$ cat src/rtl/uart_cmd_responder_if.sv
// uart_cmd_responder_if
//   Bundles the serial lines and the consumer/producer handshake of the
//   UART command responder so the block and its environment share one port.
//   Signals:
//     RX          serial command line from remote (idle high, 8N1, LSB first)
//     TX          serial response line to remote (idle high, 8N1, LSB first)
//     cmd         last complete command {high byte, low byte}
//     cmd_rdy     level, a complete command is held in cmd
//     clr_cmd_rdy one-cycle pulse from the consumer, clears cmd_rdy
//     resp        response byte, sampled when send_resp is accepted
//     send_resp   one-cycle request to transmit resp
//     resp_sent   level, last response fully shifted out incl. stop bit
//   Modports: slave = the responder block, master = its environment.
interface uart_cmd_responder_if;
  logic        RX;
  logic        TX;
  logic [15:0] cmd;
  logic        cmd_rdy;
  logic        clr_cmd_rdy;
  logic [7:0]  resp;
  logic        send_resp;
  logic        resp_sent;

  modport slave (
    input  RX, clr_cmd_rdy, resp, send_resp,
    output TX, cmd, cmd_rdy, resp_sent
  );

  modport master (
    output RX, clr_cmd_rdy, resp, send_resp,
    input  TX, cmd, cmd_rdy, resp_sent
  );
endinterface

$ cat src/rtl/uart_cmd_responder.sv
// uart_cmd_responder
//   Receives two-byte commands over an 8N1 UART line (high byte first),
//   presents them on cmd/cmd_rdy, and transmits single response bytes on
//   an independent 8N1 TX line (full duplex).
//   Parameters:
//     BAUD_DIV  clk cycles per UART bit (16..65535)
//     TMO_BITS  bit times allowed between high and low byte (timeout build)
//   Ports:
//     clk       system clock, all state on rising edge
//     rst       asynchronous active-high reset
//     bus       uart_cmd_responder_if.slave (RX, TX, cmd, cmd_rdy,
//               clr_cmd_rdy, resp, send_resp, resp_sent)
//   Configuration macro:
//     CMD_TIMEOUT_EN  when defined, a pending high byte is dropped if no
//                     low-byte start bit arrives within TMO_BITS bit times.
module uart_cmd_responder #(
  parameter int unsigned BAUD_DIV = 5208,
  parameter int unsigned TMO_BITS = 40
) (
  input logic               clk,
  input logic               rst,
  uart_cmd_responder_if.slave bus
);

  localparam logic [15:0] BAUD_LAST = 16'(BAUD_DIV - 1);
  localparam logic [15:0] HALF_LAST = 16'(BAUD_DIV / 2 - 1);

  typedef enum logic [1:0] {RX_IDLE, RX_START, RX_DATA, RX_STOP} rxState_e;
  typedef enum logic       {ASM_WAIT_HI, ASM_WAIT_LO}             asmState_e;
  typedef enum logic       {TX_IDLE, TX_XMIT}                     txState_e;

  // Two-flop synchronizer; reset high so a reset never looks like a start bit.
  logic rxMeta_q, rxSync_q;
  always_ff @(posedge clk or posedge rst) begin
    if (rst) begin
      rxMeta_q <= 1'b1;
      rxSync_q <= 1'b1;
    end else begin
      rxMeta_q <= bus.RX;
      rxSync_q <= rxMeta_q;
    end
  end

  // Receiver: detect start, confirm at half bit, then sample each bit midpoint.
  rxState_e    rxState_q, rxState_d;
  logic [15:0] rxBaud_q, rxBaud_d;
  logic [2:0]  rxBit_q, rxBit_d;
  logic [7:0]  rxShift_q, rxShift_d;
  logic        rxValid_q, rxValid_d;
  logic        rxFrameErr_q, rxFrameErr_d;
  logic        rxStartOk;

  always_ff @(posedge clk or posedge rst) begin
    if (rst) begin
      rxState_q    <= RX_IDLE;
      rxBaud_q     <= '0;
      rxBit_q      <= '0;
      rxShift_q    <= '0;
      rxValid_q    <= 1'b0;
      rxFrameErr_q <= 1'b0;
    end else begin
      rxState_q    <= rxState_d;
      rxBaud_q     <= rxBaud_d;
      rxBit_q      <= rxBit_d;
      rxShift_q    <= rxShift_d;
      rxValid_q    <= rxValid_d;
      rxFrameErr_q <= rxFrameErr_d;
    end
  end

  always_comb begin
    rxState_d    = rxState_q;
    rxBaud_d     = rxBaud_q;
    rxBit_d      = rxBit_q;
    rxShift_d    = rxShift_q;
    rxValid_d    = 1'b0;
    rxFrameErr_d = 1'b0;
    rxStartOk    = 1'b0;
    case (rxState_q)
      RX_IDLE: begin
        if (!rxSync_q) begin
          rxState_d = RX_START;
          rxBaud_d  = '0;
        end
      end
      RX_START: begin
        if (rxBaud_q == HALF_LAST) begin
          rxBaud_d = '0;
          if (rxSync_q) begin
            rxState_d = RX_IDLE;
          end else begin
            rxState_d = RX_DATA;
            rxBit_d   = '0;
            rxStartOk = 1'b1;
          end
        end else begin
          rxBaud_d = rxBaud_q + 16'd1;
        end
      end
      RX_DATA: begin
        if (rxBaud_q == BAUD_LAST) begin
          rxBaud_d  = '0;
          rxShift_d = {rxSync_q, rxShift_q[7:1]};
          if (rxBit_q == 3'd7) begin
            rxState_d = RX_STOP;
          end else begin
            rxBit_d = rxBit_q + 3'd1;
          end
        end else begin
          rxBaud_d = rxBaud_q + 16'd1;
        end
      end
      RX_STOP: begin
        if (rxBaud_q == BAUD_LAST) begin
          rxBaud_d     = '0;
          rxState_d    = RX_IDLE;
          rxValid_d    = rxSync_q;
          rxFrameErr_d = !rxSync_q;
        end else begin
          rxBaud_d = rxBaud_q + 16'd1;
        end
      end
      default: rxState_d = RX_IDLE;
    endcase
  end

  // Optional inter-byte timeout; without the macro it is a constant zero.
  asmState_e asmState_q, asmState_d;
  logic      tmoExpired;

`ifdef CMD_TIMEOUT_EN
  localparam int unsigned TMO_CYCLES = TMO_BITS * BAUD_DIV;
  localparam int unsigned TMO_W      = $clog2(TMO_CYCLES + 1);
  localparam logic [TMO_W-1:0] TMO_LAST = TMO_W'(TMO_CYCLES - 1);

  logic [TMO_W-1:0] tmoCnt_q, tmoCnt_d;

  always_ff @(posedge clk or posedge rst) begin
    if (rst) tmoCnt_q <= '0;
    else     tmoCnt_q <= tmoCnt_d;
  end

  // Counts only while waiting for the low byte with the receiver idle.
  always_comb begin
    tmoCnt_d   = tmoCnt_q;
    tmoExpired = 1'b0;
    if (asmState_q != ASM_WAIT_LO) begin
      tmoCnt_d = '0;
    end else if (rxState_q == RX_IDLE && !rxValid_q && !rxFrameErr_q) begin
      if (tmoCnt_q == TMO_LAST) tmoExpired = 1'b1;
      else                      tmoCnt_d   = tmoCnt_q + 1'b1;
    end
  end
`else
  assign tmoExpired = 1'b0;
`endif

  // Byte assembler: pairs bytes into a command, set of cmd_rdy beats clear.
  logic [7:0]  hiByte_q, hiByte_d;
  logic [15:0] cmd_q, cmd_d;
  logic        cmdRdy_q, cmdRdy_d;

  always_ff @(posedge clk or posedge rst) begin
    if (rst) begin
      asmState_q <= ASM_WAIT_HI;
      hiByte_q   <= '0;
      cmd_q      <= '0;
      cmdRdy_q   <= 1'b0;
    end else begin
      asmState_q <= asmState_d;
      hiByte_q   <= hiByte_d;
      cmd_q      <= cmd_d;
      cmdRdy_q   <= cmdRdy_d;
    end
  end

  always_comb begin
    asmState_d = asmState_q;
    hiByte_d   = hiByte_q;
    cmd_d      = cmd_q;
    cmdRdy_d   = cmdRdy_q;
    if (bus.clr_cmd_rdy) cmdRdy_d = 1'b0;
    if (rxStartOk && asmState_q == ASM_WAIT_HI) cmdRdy_d = 1'b0;
    if (rxFrameErr_q) begin
      asmState_d = ASM_WAIT_HI;
    end else if (rxValid_q) begin
      if (asmState_q == ASM_WAIT_HI) begin
        hiByte_d   = rxShift_q;
        asmState_d = ASM_WAIT_LO;
      end else begin
        cmd_d      = {hiByte_q, rxShift_q};
        cmdRdy_d   = 1'b1;
        asmState_d = ASM_WAIT_HI;
      end
    end else if (tmoExpired) begin
      asmState_d = ASM_WAIT_HI;
    end
  end

  // Transmitter: frame = {stop, data, start} shifted out LSB first.
  txState_e    txState_q, txState_d;
  logic [15:0] txBaud_q, txBaud_d;
  logic [3:0]  txBit_q, txBit_d;
  logic [9:0]  txFrame_q, txFrame_d;
  logic        respSent_q, respSent_d;

  always_ff @(posedge clk or posedge rst) begin
    if (rst) begin
      txState_q  <= TX_IDLE;
      txBaud_q   <= '0;
      txBit_q    <= '0;
      txFrame_q  <= '1;
      respSent_q <= 1'b0;
    end else begin
      txState_q  <= txState_d;
      txBaud_q   <= txBaud_d;
      txBit_q    <= txBit_d;
      txFrame_q  <= txFrame_d;
      respSent_q <= respSent_d;
    end
  end

  always_comb begin
    txState_d  = txState_q;
    txBaud_d   = txBaud_q;
    txBit_d    = txBit_q;
    txFrame_d  = txFrame_q;
    respSent_d = respSent_q;
    case (txState_q)
      TX_IDLE: begin
        if (bus.send_resp) begin
          txFrame_d  = {1'b1, bus.resp, 1'b0};
          txBaud_d   = '0;
          txBit_d    = '0;
          respSent_d = 1'b0;
          txState_d  = TX_XMIT;
        end
      end
      TX_XMIT: begin
        if (txBaud_q == BAUD_LAST) begin
          txBaud_d = '0;
          if (txBit_q == 4'd9) begin
            txState_d  = TX_IDLE;
            respSent_d = 1'b1;
          end else begin
            txFrame_d = {1'b1, txFrame_q[9:1]};
            txBit_d   = txBit_q + 4'd1;
          end
        end else begin
          txBaud_d = txBaud_q + 16'd1;
        end
      end
      default: txState_d = TX_IDLE;
    endcase
  end

  assign bus.TX        = (txState_q == TX_XMIT) ? txFrame_q[0] : 1'b1;
  assign bus.cmd       = cmd_q;
  assign bus.cmd_rdy   = cmdRdy_q;
  assign bus.resp_sent = respSent_q;

endmodule

$ cat src/flat_wrapper.sv
// flat-port wrapper written by rule: the top's interface ports become plain ports
module uart_cmd_responder_flat 
#(
  parameter int unsigned BAUD_DIV = 5208,
  parameter int unsigned TMO_BITS = 40
)
  (clk, rst, bus_RX, bus_clr_cmd_rdy, bus_resp, bus_send_resp, bus_TX, bus_cmd, bus_cmd_rdy, bus_resp_sent);
  uart_cmd_responder_if bus_i ();
  input logic clk;
  input logic rst;
  input wire logic [$bits(bus_i.RX)-1:0] bus_RX;
  input wire logic [$bits(bus_i.clr_cmd_rdy)-1:0] bus_clr_cmd_rdy;
  input wire logic [$bits(bus_i.resp)-1:0] bus_resp;
  input wire logic [$bits(bus_i.send_resp)-1:0] bus_send_resp;
  output wire logic [$bits(bus_i.TX)-1:0] bus_TX;
  output wire logic [$bits(bus_i.cmd)-1:0] bus_cmd;
  output wire logic [$bits(bus_i.cmd_rdy)-1:0] bus_cmd_rdy;
  output wire logic [$bits(bus_i.resp_sent)-1:0] bus_resp_sent;
  assign bus_i.RX = bus_RX;
  assign bus_i.clr_cmd_rdy = bus_clr_cmd_rdy;
  assign bus_i.resp = bus_resp;
  assign bus_i.send_resp = bus_send_resp;
  assign bus_TX = bus_i.TX;
  assign bus_cmd = bus_i.cmd;
  assign bus_cmd_rdy = bus_i.cmd_rdy;
  assign bus_resp_sent = bus_i.resp_sent;
  uart_cmd_responder #(.BAUD_DIV(BAUD_DIV), .TMO_BITS(TMO_BITS)) u_core (.clk(clk), .rst(rst), .bus(bus_i));
endmodule
$ cat config.mk
export PLATFORM = sky130hd
export DESIGN_NAME = uart_cmd_responder_flat
export DESIGN_NICKNAME = d
export VERILOG_FILES = /design/src/rtl/uart_cmd_responder_if.sv /design/src/rtl/uart_cmd_responder.sv /design/src/flat_wrapper.sv
export SDC_FILE = /design/constraint.sdc
export NUM_CORES = 1
export LEC_CHECK = 0
export ABC_AREA = 1
export CAP_MARGIN = 20
export CORE_MARGIN = 4
export CORE_UTILIZATION = 25
export DETAILED_ROUTE_END_ITERATION = 6
export PLACE_DENSITY = 0.47
export REMOVE_ABC_BUFFERS = 1
export SLEW_MARGIN = 15
export SYNTH_ARGS = -nofsm -noshare
export SYNTH_HDL_FRONTEND = slang
export SYNTH_SLANG_ARGS = --single-unit
$ cat constraint.sdc
create_clock -name clk -period 3.8 [get_ports clk]
set_clock_uncertainty 0.05 [all_clocks]
set_input_delay 0.95 -clock clk [delete_from_list [all_inputs] [get_ports clk]]
set_output_delay 0.95 -clock clk [all_outputs]
set_load 0.005 [all_outputs]
==> reports/metrics.yaml, run 1 <==
outcome:
  outcome: "complete, no violations"
pwr:
  vdd.ir_drop.worst_mv: 0.202
  swShare_pct: 21.1
  internal_power_w: 0.00149
  power_frac_clock_pct: 47.1
  leakage_nw: 2.44
  p_switching_w: 0.000398
  power_density_nw_per_um2: 354
  share_seq_of_total_power_pct: 51.0
  p_comb_share_pct: 1.9
route:
  initialDrtViolationCount: 218
  route.detailed.drc: 0
  drt-total-wl_mm: 9.21
  avgViaCountPerCell: 4.35
  drtPass1Iterations: 4
  vias: 3463
  ant_nets: 0
  wl_per_cell_um: 11.6
timing:
  setup_viol: 0
  setup_tns_ns: 0
  slew_viol_final: 0
  max_freq_mhz: 369
  hold_viol: 0
  rsz0062_at_grt: "false"
  period_share_pct: 71.4
  whs_ns: 0.306
  slew_headroom_pct: 36.9
  fin_crit_ns: 2.71
  worstMarginPinSlew_ns: 0.944
logic_synthesis:
  post-synth-top-count-cell: "nand2_1"
  synth_ff_type: "dfrtp_1"
  synth_cells: 535
  yosysTopAreaCell: "dfrtp_1"
  synth-edff-count: 0
  synthTopCellsByCount: "143 x nand2_1, 79 x dfrtp_1, 58 x inv_1, 46 x nor2_1"
  ys_types: 32
  synth_area_sq_um: 4500
  synth_area_leaders: "dfrtp_1 44%, nand2_1 12%, dfstp_2 6.4%"
  ys_seq_area_share_pct: 50.4
  synthArstFlopShare_pct: 100
  netlist.area_leader.share_pct: 43.9
  synth.avg_cell_area_sq_um: 8.41
  yosysWarnings: 0
  ys_seq_elements: 90
clock_tree:
  path_clk_slew_ns: 0.07
  clockRootBuffer: "clkbuf_16"
  cts_resized: 0
  post_cts_buffers: 0
  postCtsHoldBufs: 0
  cts.path.max_buffers: 2
  cts_tree: "built"
  cts_buffers: 9
  htree_levels: 3
  clock_latency_ns: 0.35
  clkSinkCount: 90
placement:
  gp_congestion: 0.821
  port_buffers: 31
  dpl_cell_area_sq_um: 5030
  dpl.hpwl_mm: 6.45
  placed_cells: 780
critical_path:
  critPathCaptureType: "output port"
  worstPathMaxFanout: 14
  start_kind: "flip-flop"
  cp_data_arrival_time_ns: 1.71
  crit_required_ns: 2.80
  worstSetupPathType: "reg2out"
grt:
  grt_usage_pct: 10.1
  grt_antenna_before_repair: 0
  grt_first_pass_wirelength_mm: 16.6
  grt_max_degree: 51
  grt_pass1_vias: 3450
  grt_overflow: 0
floorplanning:
  die_h_um: 142
  io_pins: 32
  start_util_pct: 25.7
  die_x_um: 142
  fp.coreArea_sq_um: 17500
  die-area_sq_um: 20200
  rows: 48
finish:
  nNetsFinal: 590
  final_util_pct: 30.4
  antenna_cells: 0
  stdcell_area_sq_um: 5320
  syn_to_final_growth_pct: 18.2
  final_cells: 796
  drive_gt1_share_pct: 11.9
  fillers: 1827
run:
  drv_cap: 0
worst_hold_path:
  hold_class: "reg2reg"
==> layout by cell type, fill, tap and decap left out, types with 3 or more instances in the layout <==
cell type / count
inv_2: 5
nor3_1: 5
dfstp_2: 11
ha_1: 11
o21ai_1: 5
nand2_1: 143
nand3b_1: 5
nand2_4: 4
mux2_2: 8
nor2_1: 46
nand3_1: 41
o21ai_0: 41
dfrtp_1: 79
nor2_2: 15
clkbuf_1: 3
xor2_1: 15
inv_1: 57
clkbuf_16: 9
o22ai_1: 5
nand4_1: 12
clkdlybuf4s50_1: 31
nand2_2: 5
==> layer usage <==
metal | GRT usage (%) | part of all wire, % | routed length, um | vias up
met5 | 0 | 0 | 0 | -
met4 | 3.94 | 1.5 | 135 | 0
met3 | 2.65 | 3.1 | 288 | 12
met2 | 15.4 | 46 | 4200 | 38
met1 | 13.7 | 50 | 4590 | 1645
li1 | - | - | - | 1768
==> power by group through the flow <==
stage	Sequential [W]	Combinational, W	Clock, W
floorplan	0.000979	0.0000149	0
global placement	0.000979	0.0000374	0
detailed placement	0.000979	0.0000375	0
CTS	0.000961	0.0000375	0.000925
global route	0.000961	0.0000414	0.000969
finish	0.000961	0.0000350	0.000888
==> worst max-delay path, stage by stage, from the launching register on <==
cell and delay (ns):
dfrtp_1 0.38, inv_1 0.31, or2_2 0.18, clkdlybuf4s50_1 0.49
==> kinds of logic after synthesis <==
kind of cell | synth area share [%]
and+or+nand+nor | 27.6
DFF | 50.4
buffers and inverters | 7.23
AOI/OAI and AO/OA | 6.84
xor gates and xnor gates | 2.92
adders and majority gates | 3.06
muxes | 2.00
==> state kept, by name, summed over array words and instances, names as in the netlist, 3 cells and up, named ones only <==
signal,count
u_core.rxShift_q,8
u_core.hiByte_q,8
u_core.rxBit_q,3
u_core.bus.cmd,16
u_core.txBit_q,4
u_core.txBaud_q,16
u_core.txFrame_q,9
u_core.rxBaud_q,16
==> worst paths after layout <==
check | startpoint | endpoint | slack, ns | cells after the start
max in group asynchronous | rst | u_core.rxMeta_q$_DFF_PP1_ | 1.99 | 3
min in group asynchronous | rst | u_core.rxBaud_q[14]$_DFFE_PP0N_ | 0.99 | 2
hold reg to reg | u_core.rxMeta_q$_DFF_PP1_ | u_core.rxSync_q$_DFF_PP1_ | 0.31 | 0
hold / removal | u_core.rxMeta_q$_DFF_PP1_ | u_core.rxSync_q$_DFF_PP1_ | 0.31 | 0
setup / recovery | u_core.txState_q$_DFF_PP0_ | bus_TX | 1.09 | 3
setup reg to reg | u_core.rxState_q[0]$_DFFE_PP0P_ | u_core.rxBaud_q[14]$_DFFE_PP0N_ | 1.75 | 7
==> stage by stage <==
stage,setup slack (ns),total power (W)
2_1_floorplan,0.483,0.000994
3_5_place_dp,1.31,0.00102
6_report,1.09,0.00188
5_1_grt,0.941,0.00197
4_1_cts,1.05,0.00192
3_3_place_gp,1.33,0.00102
==> area by class of cell <==
cell class                 instances  area (sq um)  area share, %
sequential                        90          2270           42.6
multi-input combinational        369          1910           35.9
timing repair buffer              33           338           6.35
tap                              225           282           5.29
inverter                          63           238           4.47
clock buffer                      12           236           4.44
clock inverter                     4          52.6          0.988
Note: power is estimated with default switching activity, not from simulation.
==> inputs of run 2 (changes only) <==
- PLACE_DENSITY: 0.47 -> 0.48
- clock period: 3.8 -> 2.25 ns (I/O delays scaled with it)
==> reports/metrics.yaml, run 2 (same netlist as run 1, synthesis figures left out) <==
critical_path:
  r2r_start: "u_core.rxState_q[0]$_DFFE_PP0P_"
  rrSetupSlack_ns: 0.38
  worstPathMaxFanout: 2
  cp_data_arrival_time_ns: 1.47
  path_delay_family: "buffers and inverters"
  path_buf_inv: 2
  r2r-end: "u_core.rxBaud_q[14]$_DFFE_PP0N_"
  critPathCaptureType: "output port"
  start_kind: "flip-flop"
  cp_cell_sequence: "inv_1, or2_2, clkdlybuf4s50_1"
  crit_required_ns: 1.64
  worst_r2r_path_depth: 8
  worstSetupPathType: "reg2out"
  critical_path.max_stage_delay_ns: 0.45
  critPathSlowestCell: "clkdlybuf4s50_1"
route:
  drt-total-wl_mm: 9.46
  drtPass1Iterations: 4
  vias: 3457
  avgViaCountPerCell: 4.32
  initialDrtViolationCount: 207
  ant_nets: 0
  route.detailed.drc: 0
  wl_per_cell_um: 11.8
timing:
  setup_viol: 0
  period_share_pct: 92.5
  setup_tns_ns: 0
  worstMarginPinSlew_ns: 0.596
  slew_headroom_pct: 60.2
  max_freq_mhz: 480
  hold_viol: 0
  rsz0062_at_grt: "false"
  slew_viol_final: 0
  fin_crit_ns: 2.08
finish:
  drive_gt1_share_pct: 13.2
  syn_to_final_growth_pct: 19.5
  final_common_cell: "nand2_1"
  fillers: 1803
  final_cell_mix: "143 x nand2_1, 79 x dfrtp_1, 57 x inv_1, 46 x nor2_1"
  final_util_pct: 30.8
  multi_input_area_sq_um: 1910
  antenna_cells: 0
  regArea_sq_um: 2270
  nNetsFinal: 595
pwr:
  power_density_nw_per_um2: 603
  leakage_nw: 2.47
  vdd.ir_drop.worst_mv: 0.375
grt:
  grt_pass1_vias: 3457
  grt_overflow: 0
  grt_antenna_before_repair: 0
  grt_max_degree: 91
  grt_usage_pct: 10.1
  grt_first_pass_wirelength_mm: 16.7
clock_tree:
  cts.path.max_buffers: 2
  htree_levels: 3
  cts_resized: 0
  postCtsHoldBufs: 0
  cts_tree: "built"
  path_clk_slew_ns: 0.07
  post_cts_buffers: 0
  clkSinkCount: 90
  clockRootBuffer: "clkbuf_16"
  clock_latency_ns: 0.34
  cts_buffers: 9
placement:
  gp_congestion: 0.782
  dpl.hpwl_mm: 6.67
  port_buffers: 31
floorplanning:
  die_x_um: 142
  fp.coreArea_sq_um: 17500
  die-area_sq_um: 20200
  rows: 48
  die_h_um: 142
  io_pins: 32
  start_util_pct: 25.7
outcome:
  outcome: "complete, no violations"
worst_hold_path:
  min_delay_path_depth: 0
  holdPathEnd: "u_core.rxSync_q$_DFF_PP1_"
  worstHoldStart: "u_core.rxMeta_q$_DFF_PP1_"
  hold_class: "reg2reg"
run:
  drv_cap: 0
[run 2: changes by cell type in the layout (fill, tap and decap cells not counted), sizes merged]
cell and change:
clkbuf -3, buf +5, clkinv -3, clkinvlp +1, inv +5
[run 2: final cells by class]
type,count,share of cell area [%]
Clock inverter,7,1.51
Sequential cell,90,42.2
Clock buffer,9,4.19
Tap cell,225,5.24
Timing Repair Buffer,38,6.98
Multi-Input combinational cell,369,35.5
Inverter,63,4.42
[run 2: power breakdown]
part | internal, W | total (W) | leakage [nW] | switching, W
clock network | 0.000881 | 0.00156 | 0.148 | 0.000677
logic | 0.0000229 | 0.0000605 | 1.15 | 0.0000376
registers | 0.00162 | 0.00162 | 1.18 | 0.00000206
[run 2: worst register-to-register path, stage by stage (launching register included)]
cell and delay, ns:
dfrtp_1 0.41, inv_1 0.11, ha_1 0.29, or2_2 0.33
nand2_4 0.09, nand2_4 0.07, a21oi_4 0.11, buf_4 0.25
nor2_1 0.07
[run 2: per-layer routing]
layer,routed length (um),part of all wire [%],global-route usage [%]
met1,4680,49,13.6
met4,167,1.8,3.94
met2,4350,46,15.7
met5,0,0,0
met3,262,2.8,2.65
[run 2: worst max path at each step]
stage                     slack (ns)  depth (start not counted)                       start                                to
after floorplan                -0.68                          1                         rst        asynchronous set/reset pin
after global placement          0.40                          5               bus_send_resp  u_core.bus.resp_sent$_DFFE_PP0P_
after detailed placement        0.34                          4               bus_send_resp   u_core.txBaud_q[13]$_DFFE_PP0P_
after CTS                       0.14                          3  u_core.txState_q$_DFF_PP0_                            bus_TX
after global routing            0.10                          3  u_core.txState_q$_DFF_PP0_                            bus_TX
final                           0.17                          3  u_core.txState_q$_DFF_PP0_                            bus_TX
[run 2: per-stage QoR]
stage | hold slack, ns | worst slack, ns | cell area [sq um] | std cells | total power, W
after CTS | 0.308 | 0.136 | 5380 | 801 | 0.00331
after global routing | 0.311 | 0.105 | 5380 | 801 | 0.00338
after floorplan | 0.295 | -0.680 | 4410 | 522 | 0.00168
after detailed placement | 0.297 | 0.337 | 5070 | 785 | 0.00172
after global placement | 0.297 | 0.399 | 5070 | 785 | 0.00172
final | 0.307 | 0.168 | 5380 | 801 | 0.00324
